[src/rtl/conv_window_scheduler.sv]
// ---------------------------------------------------------------------------
// conv_window_scheduler
//
// Read-side sequencer for the convolution line buffer. On each completed
// input row (row_done with row_ready high) it sweeps the readable rows column
// by column. It issues one SRAM read per column and flags each assembled
// KER_SIZE x KER_SIZE window for the MAC array, honouring the horizontal
// stride and downstream backpressure. It holds off the upstream writer while
// a further row is already queued.
//
// Ports
//   clk        : clock, all logic on posedge
//   rstn       : asynchronous active-low reset
//   flush      : synchronous abort back to IDLE (highest priority)
//   row_done   : line buffer finished writing a row (pulse)
//   row_ready  : line buffer holds KER_SIZE valid rows at the right stride
//   out_ready  : MAC array accepts the presented window
//   rd_en      : read strobe to the KER_SIZE read banks
//   rd_addr    : column address of the read
//   col_shift  : SRAM data valid, shift into window registers
//   win_valid  : a complete window is presented
//   win_col    : start column of the presented window
//   win_first  : presented window is the first of the row
//   win_last   : presented window is the last of the row
//   in_stall   : upstream must not assert row_done
//   busy       : scheduler is not idle
//   overflow   : sticky, row_done seen while in_stall was high
// ---------------------------------------------------------------------------
module conv_window_scheduler #(
    parameter int KER_SIZE    = 3,
    parameter int STRIDE      = 1,
    parameter int INPUT_X_DIM = 28,
    parameter int AW          = 5
) (
    input  logic          clk,
    input  logic          rstn,
    input  logic          flush,
    input  logic          row_done,
    input  logic          row_ready,
    input  logic          out_ready,
    output logic          rd_en,
    output logic [AW-1:0] rd_addr,
    output logic          col_shift,
    output logic          win_valid,
    output logic [AW-1:0] win_col,
    output logic          win_first,
    output logic          win_last,
    output logic          in_stall,
    output logic          busy,
    output logic          overflow
);

    localparam int OUT_X = (INPUT_X_DIM - KER_SIZE) / STRIDE + 1;
    localparam int IW    = $clog2(OUT_X + 1);

    localparam logic [1:0] S_IDLE  = 2'd0;
    localparam logic [1:0] S_SWEEP = 2'd1;
    localparam logic [1:0] S_DRAIN = 2'd2;

    localparam logic [AW-1:0] LAST_COL = AW'(INPUT_X_DIM - 1);
    localparam logic [AW:0]   KER_M1   = (AW + 1)'(KER_SIZE - 1);
    localparam logic [AW-1:0] STEP     = AW'(STRIDE);
    localparam logic [IW-1:0] WIN_END  = IW'(OUT_X);
    localparam logic [IW-1:0] WIN_LAST = IW'(OUT_X - 1);

    logic [1:0]    state;
    logic          pending;
    logic          rd_vld_p1;    // rd_en delayed by the SRAM read latency
    logic [AW-1:0] nxt_col;      // start column of the next window to emit
    logic [IW-1:0] win_idx;      // windows emitted so far in this row

    logic stall;
    logic last_rd;
    logic fire;
    logic accept_last;
    logic row_end;
    logic start;

    assign stall       = win_valid && !out_ready;
    assign rd_en       = (state == S_SWEEP) && !stall;
    assign last_rd     = rd_en && (rd_addr == LAST_COL);

    // A window is complete once the read of its rightmost column issues;
    // trailing columns beyond the last window never fire.
    assign fire        = rd_en && (win_idx != WIN_END) &&
                         ({1'b0, rd_addr} == ({1'b0, nxt_col} + KER_M1));
    assign accept_last = win_valid && win_last && out_ready;

    // The row is finished either when the last window is accepted in DRAIN,
    // or at the final read if every window is already out and accepted
    // (possible when the last window fired before the trailing columns).
    assign row_end     = ((state == S_DRAIN) && accept_last) || (last_rd && !fire);
    assign start       = ((state == S_IDLE) && row_done && row_ready) ||
                         (row_end && (pending || row_done));

    assign col_shift   = rd_vld_p1;
    assign in_stall    = pending;
    assign busy        = (state != S_IDLE);

    always_ff @(posedge clk or negedge rstn) begin
        if (!rstn) begin
            state     <= S_IDLE;
            pending   <= 1'b0;
            overflow  <= 1'b0;
            rd_vld_p1 <= 1'b0;
            rd_addr   <= '0;
            nxt_col   <= '0;
            win_idx   <= '0;
            win_valid <= 1'b0;
            win_col   <= '0;
            win_first <= 1'b0;
            win_last  <= 1'b0;
        end else if (flush) begin
            state     <= S_IDLE;
            pending   <= 1'b0;
            overflow  <= 1'b0;
            rd_vld_p1 <= 1'b0;
            rd_addr   <= '0;
            nxt_col   <= '0;
            win_idx   <= '0;
            win_valid <= 1'b0;
            win_col   <= '0;
            win_first <= 1'b0;
            win_last  <= 1'b0;
        end else begin
            // ---- read issue -> SRAM data valid (p1) ----
            rd_vld_p1 <= rd_en;

            // ---- window presentation ----
            if (fire) begin
                win_valid <= 1'b1;
                win_col   <= nxt_col;
                win_first <= (win_idx == '0);
                win_last  <= (win_idx == WIN_LAST);
                nxt_col   <= nxt_col + STEP;
                win_idx   <= win_idx + IW'(1);
            end else if (out_ready) begin
                win_valid <= 1'b0;
                win_first <= 1'b0;
                win_last  <= 1'b0;
            end

            // ---- sweep control ----
            if (start) begin
                state   <= S_SWEEP;
                rd_addr <= '0;
                nxt_col <= '0;
                win_idx <= '0;
            end else if (row_end) begin
                state   <= S_IDLE;
                rd_addr <= '0;
                nxt_col <= '0;
                win_idx <= '0;
            end else if (last_rd) begin
                state   <= S_DRAIN;
                rd_addr <= '0;
            end else if (rd_en) begin
                rd_addr <= rd_addr + AW'(1);
            end

            // ---- queued row bookkeeping ----
            if (row_end) begin
                pending <= 1'b0;
                if (row_done && pending)
                    overflow <= 1'b1;
            end else if ((state != S_IDLE) && row_done) begin
                if (pending)
                    overflow <= 1'b1;
                else
                    pending <= 1'b1;
            end
        end
    end

endmodule

[config.mk]
export PLATFORM = sky130hd
export DESIGN_NAME = conv_window_scheduler
export DESIGN_NICKNAME = d
export VERILOG_FILES = /design/src/rtl/conv_window_scheduler.sv
export SDC_FILE = /design/constraint.sdc
export NUM_CORES = 1
export LEC_CHECK = 0
export ABC_AREA = 1
export BUFFER_PORTS_ARGS = -buffer_cell sky130_fd_sc_hd__buf_2
export CORE_MARGIN = 5
export CORE_UTILIZATION = 40
export DETAILED_ROUTE_END_ITERATION = 8
export SKIP_CTS_REPAIR_TIMING = 1
export SLEW_MARGIN = 20
export SYNTH_ARGS = -nofsm -noshare
export SYNTH_HDL_FRONTEND = slang
export SYNTH_SLANG_ARGS = --single-unit
[constraint.sdc]
create_clock -name clk -period 1.81 [get_ports clk]
set_input_delay 0.0905 -clock clk [delete_from_list [all_inputs] [get_ports clk]]
set_output_delay 0.0905 -clock clk [all_outputs]
set_load 0.005 [all_outputs]
After elaboration in Yosys (flattened, before gate mapping):

Index checks and enable logic that the tools add are counted.

* $add $sub $neg: 4
* mux-type cells: 35
* reduce and logical (&&, ||, !) cells: 31
* equal/unequal tests: 7

Operator list (count)
* $mux 5: 15
* $mux 1: 16
* $add 5x1->5 const B: 3
* $logic_and 1x1->1: 14
* $eq 5x5->1 const B: 2
* $reduce_bool 3->1: 3
* $mux 2: 4
* $reduce_bool 4->1: 2
* $add 5x2->6 const B: 1
* $eq 5x6->1: 1
* $logic_not 5->1: 1
* $ne 5x5->1 const B: 1
* $reduce_bool 5->1: 1
* $reduce_bool 2->1: 2
* $logic_not 1->1: 3
* $logic_or 1x1->1: 3
* $ne 3x2->1 const B: 1
* $reduce_and 3->1: 1
* $eq 2x1->1 const B: 1
* $eq 2x2->1 const B: 1
* $logic_not 2->1: 1

* output and inout bits: 18
* logic and storage cells: 88
* register bits: 28

Longest topological paths before layout:

* word-level depth: 13
* depth in mapped cells: 14

Least setup slack after synthesis:

No wires, ideal clock.

* path kind: flip-flop to flip-flop
* start: register nxt_col[1]
* end: register nxt_col[4]
* data arrival time: 1.572 ns
* library setup time: 0.122 ns
* path slack: 0.117 ns
* cell stages (with the launch flop): 9
* cell sequence: dfrtp_1 -> ha_1 -> xor2_1 -> nor2_1 -> nand3_2 -> buf_4 -> nor2_1 -> xor2_1 -> nor2_1

* word-level cells in the longest chain between the ends: 10
* elaborated cells on any way between the ends: 14
* classes of those cells: 2 x add/sub; 1 x eq/ne; 4 x mux; 7 x reduce/logical

RTL lines
* start, declared: line 69 `logic [AW-1:0] nxt_col;`
* start signal, assigned: line 135 `nxt_col <= nxt_col + STEP;`
* $add 5x2->6: line 86 `({1'b0, rd_addr} == ({1'b0, nxt_col} + KER_M1));`
* $eq 5x6->1: line 86
* $logic_and 1x1->1: line 85 `assign fire = rd_en && (win_idx != WIN_END) &&`
* $logic_not 1->1: line 92 `assign row_end = ((state == S_DRAIN) && accept_last) || (last_rd && !fire);`
* $logic_and 1x1->1: line 92
* $logic_or 1x1->1: line 92
* $logic_and 1x1->1: line 94 `(row_end && (pending || row_done));`
* $logic_or 1x1->1: line 93 `assign start = ((state == S_IDLE) && row_done && row_ready) ||`
* $mux 5: line 144 `if (start) begin`
* $mux 5: line 113 `end else if (flush) begin`

Parallel ways exist; a longest one is shown, timed or not. The select of a mux whose other input is x is not followed.
A chain may end at the register's enable or synchronous reset.

Final worst setup path:

* start: register nxt_col[1]
* end: register win_idx[3]

* word-level cells in the longest chain between the ends: 10
* elaborated cells on any way between the ends: 12
* classes of those cells: 1 x add/sub; 1 x eq/ne; 3 x mux; 7 x reduce/logical

RTL lines
* $add 5x2->6 (*): line 86
* $eq 5x6->1 (*): line 86
* $logic_and 1x1->1 (*): line 85
* $logic_not 1->1: line 92
* $logic_and 1x1->1: line 92
* $logic_or 1x1->1: line 92
* $logic_and 1x1->1: line 94
* $logic_or 1x1->1: line 93
* $mux 5: line 144
* $mux 5: line 113
* end signal, assigned: line 136 `win_idx <= win_idx + IW'(1);`
* end, declared: line 70 `logic [IW-1:0] win_idx;`

Mark *: on every way between the ends. The rest lies on a longest branch, timed or not.

==> flow_results.org <==
** Status
- Status :: completed

** Synth
- Top area cells in the synthesized netlist :: sky130_fd_sc_hd__dfrtp_1, sky130_fd_sc_hd__nand2_1, sky130_fd_sc_hd__nand3_1, sky130_fd_sc_hd__nor2_1, sky130_fd_sc_hd__ha_1
- Synthesis handed over a netlist of 209 instances.
- The share of the Yosys chip area taken by registers is 0.434.
- Number of warnings printed during yosys synthesis :: 0
- Count of state elements after synthesis :: 28
- Of the post-synthesis cell area, the dominant cell type holds 0.434.
- Each instance of the synthesized netlist takes up on average 7.72 um^2.
- Syn_nets :: ~220
- Library cell occupying the most area in the post-synthesis netlist :: sky130_fd_sc_hd__dfrtp_1
- Cell variety after synth :: 26
- Netlist area before placement :: between 0.0015 and 0.002 mm^2

** Power
- Power consumption :: around 1.1 mW
- Power density of the placed cells :: 579 mW/mm^2
- Maximum ir drop on the vdd rail :: 0.224 mV
- Summed over all cells, the static leakage comes to around 1.0 nW.

** Global routing
- Maximum number of pins on one net before global-route repair :: 29
- Antenna violations before repair :: 0
- Wire length of the first global-routing pass :: 6.17 mm
- Via count of the first global-routing pass :: 1332
- Total global routing track utilization :: 0.144
- The total overflow left after global routing is 0.

** CTS
- CTS built an H-tree with a depth of 1.
- Clock tree from TritonCTS :: built
- Number of buffers on the longest clock path :: 2
- Clock tree synthesis inserted a total of 3 buffers.
- At the later pin of the worst-skew pair, clock insertion delay measures 270 ps.
- Clock Sink Count :: 28
- After clock tree synthesis, the clock-pin slew on the worst setup and hold paths is roughly 100 ps.
- Clock root buffer master :: sky130_fd_sc_hd__clkbuf_8

** Min path
- Type of the most critical hold path :: input pin to flop

** STA
- Based on the critical path, the design can be clocked at up to 0.583 GHz.
- Fraction of the cycle the final worst path needs :: 0.948
- Final period demand of the worst path :: 1720 ps
- Setup violations remaining at the end of the flow were counted as 0.
- Slew Viols, Final :: 0
- Final Skew :: about 1.8 ps
- The tightest hold path in the finished design has a slack of 80.1 ps.
- The number of hold violations in the final report is 0.
- RSZ-0062 raised after global routing :: yes
- Worst-margin pin slew :: roughly 640 ps
- Measured against its own limit, the worst slew margin works out to 0.571.

** Worst setup path
- Worst setup path category :: flop to flop
- Data on the critical path is required at its endpoint by approximately 2000 ps.
- STA classifies the critical path endpoint as a flop.
- Arrival time worst endpoint :: 1890 ps
- Of all nets on the critical path, the largest fanout is 7.
- Nature of the critical path startpoint :: flop

** Placed design
- Routability-driven placement finished with a final weighted congestion of approximately 0.87.
- The number of placed instances, taps included, is 289.
- Detailed Place HPWL :: 2.66 mm
- Port-buffer cells :: 23

** Floorplan
- 24 I/O pins were placed.
- Core region area :: roughly 0.004 mm^2
- Row generation in the floorplan step produced 23 rows.
- Die boundary height :: 73.5 um
- Initial cell density of the core :: 0.409
- Width of the die :: 73.5 um
- Overall die area :: ~0.0054 mm^2

** Job
- Max Cap Violations :: 0

** Layout
- Fraction of layout instances using a drive strength above 1 :: 0.238
- Registers take 701 um^2.
- At the end of the flow the core is filled with cells to 0.496.
- Area growth syn-to-layout :: 21.2%
- 0 antenna diodes ended up in the layout.
- Number of nets at the end of the flow :: 258
- Area of combinational cells with multiple inputs :: between 800 and 900 um^2
- Finished Layout Cells :: 294
- Counting the fill cells in the layout gives 388.

** Detailed routing
- After detailed routing, the average wire length per cell comes to 11.9 um.
- Vias :: 1411
- The routed design has around 3.5 mm of wire.
- Residual antenna-violating net count after detailed routing :: 0
- Before antenna repair, the detailed router went through 4 iterations.
- Post-route DRC violation count :: 0
- Drt first-iter violations :: 55
- In the routed layout, each cell is associated on average with a via count of 4.80.
cell usage after synthesis:
| cell | n |
|---|---|
| sky130_fd_sc_hd__clkinv_1 | 1 |
| sky130_fd_sc_hd__dfrtp_1 | 28 |
| sky130_fd_sc_hd__nor3_1 | 3 |
| sky130_fd_sc_hd__nor2_4 | 1 |
| sky130_fd_sc_hd__o21ai_0 | 4 |
| sky130_fd_sc_hd__and3_1 | 1 |
| sky130_fd_sc_hd__buf_2 | 1 |
| sky130_fd_sc_hd__buf_4 | 2 |
| sky130_fd_sc_hd__xnor2_1 | 1 |
| sky130_fd_sc_hd__a21oi_1 | 4 |
| sky130_fd_sc_hd__inv_2 | 3 |
| sky130_fd_sc_hd__nand3_1 | 25 |
| sky130_fd_sc_hd__inv_1 | 22 |
| sky130_fd_sc_hd__nand3_2 | 2 |
| sky130_fd_sc_hd__or2_2 | 3 |
| sky130_fd_sc_hd__o21ai_1 | 3 |
| sky130_fd_sc_hd__buf_6 | 1 |
| sky130_fd_sc_hd__o22ai_1 | 1 |
| sky130_fd_sc_hd__clkbuf_1 | 1 |
| sky130_fd_sc_hd__nand2_2 | 3 |
| sky130_fd_sc_hd__ha_1 | 7 |
| sky130_fd_sc_hd__a21oi_2 | 1 |
| sky130_fd_sc_hd__nor2_1 | 28 |
| sky130_fd_sc_hd__nand4_1 | 9 |
| sky130_fd_sc_hd__nand2_1 | 47 |
| sky130_fd_sc_hd__xor2_1 | 7 |
placed cells by master, fill, tap and decap left out, drive strengths merged:
cell | synthesis | final
a21oi | 5 | 5
clkbuf | 1 | 4
and3 | 1 | 1
inv | 25 | 25
dlygate4sd3 | 0 | 1
dfrtp | 28 | 28
buf | 4 | 35
o22ai | 1 | 1
nand4 | 9 | 9
nand2 | 50 | 50
nand3 | 27 | 27
nor3 | 3 | 3
nor2 | 29 | 29
xor2 | 7 | 7
clkinv | 1 | 1
or2 | 3 | 3
xnor2 | 1 | 1
ha | 7 | 7
o21ai | 7 | 7
final timing paths:
kind                            start         end  slack [ps]  cells after the start
min in group asynchronous        rstn  win_col[2]         360                      2
setup / recovery           nxt_col[1]  win_idx[3]          90                      8
setup reg to reg           nxt_col[1]  win_idx[3]          90                      8
max in group asynchronous        rstn   win_first        1030                      2
hold / removal                  flush    overflow          80                      2
hold reg to reg            win_col[1]  win_col[1]         480                      2
kinds of logic (layout without fill, tap and decap cells):
logic type / after synthesis / count (layout) / share of synthesized area
AND/OR/NAND/NOR: 122 / 122 / 0.343
adder cells (fa/ha/maj): 7 / 7 / 0.0543
AO/OA/AOI/OAI: 13 / 13 / 0.0434
flip-flops: 28 / 28 / 0.434
XOR/XNOR: 8 / 8 / 0.0434
buffers and inverters: 31 / 66 / 0.0822
critical path, stage by stage (launching register included):
cell	delay [ps]
sky130_fd_sc_hd__dfrtp_1	420
sky130_fd_sc_hd__ha_4	250
sky130_fd_sc_hd__xor2_1	150
sky130_fd_sc_hd__nor2_2	160
sky130_fd_sc_hd__nand3_4	120
sky130_fd_sc_hd__buf_4	190
sky130_fd_sc_hd__nor2_1	120
sky130_fd_sc_hd__xor2_1	150
sky130_fd_sc_hd__nor2_1	50
metrics by stage:
stage                     worst slack, ps  setup TNS, ps  cell area [um^2]
after global routing                -42.7           -130              1960
after floorplan                       117              0              1610
after detailed placement             4.43              0              1850
final                                93.5              0              1960
after CTS                           -5.53          -5.53              1900
after global placement               36.9              0              1850
state kept, by name, indices dropped and copies added (netlist names):
register / count
state: 2
win_first: 1
win_col: 5
win_valid: 1
win_last: 1
in_stall: 1
nxt_col: 5
win_idx: 5
rd_addr: 5
col_shift: 1
overflow: 1
area by class of cell:
class | instances | share of cell area
well taps | 50 | 0.0320
multi-input cells | 150 | 0.422
flip-flops and latches | 28 | 0.358
inverters | 26 | 0.0499
repair buffers | 36 | 0.110
clock buffers | 4 | 0.0282
power breakdown:
part	total (mW)	internal (mW)	leakage, nW	switching (mW)
Combinational	0.101	0.0358	0.606	0.0652
Sequential	0.637	0.631	0.390	0.00575
Clock	0.395	0.195	0.0288	0.200
Total	1.13	0.862	1.03	0.271
per-layer routing:
| layer | wire length (um) | vias to the layer above | GRT usage | share of wire |
|---|---|---|---|---|
| li1 | - | 739 | - | - |
| met1 | 1730 | 651 | 0.218 | 0.50 |
| met2 | 1610 | 17 | 0.215 | 0.46 |
| met3 | 115 | 4 | 0.0178 | 0.033 |
| met4 | 33 | 0 | 0.0423 | 0.0094 |
| met5 | 0 | - | 0 | 0 |
Power figures use the tool's default switching activity.
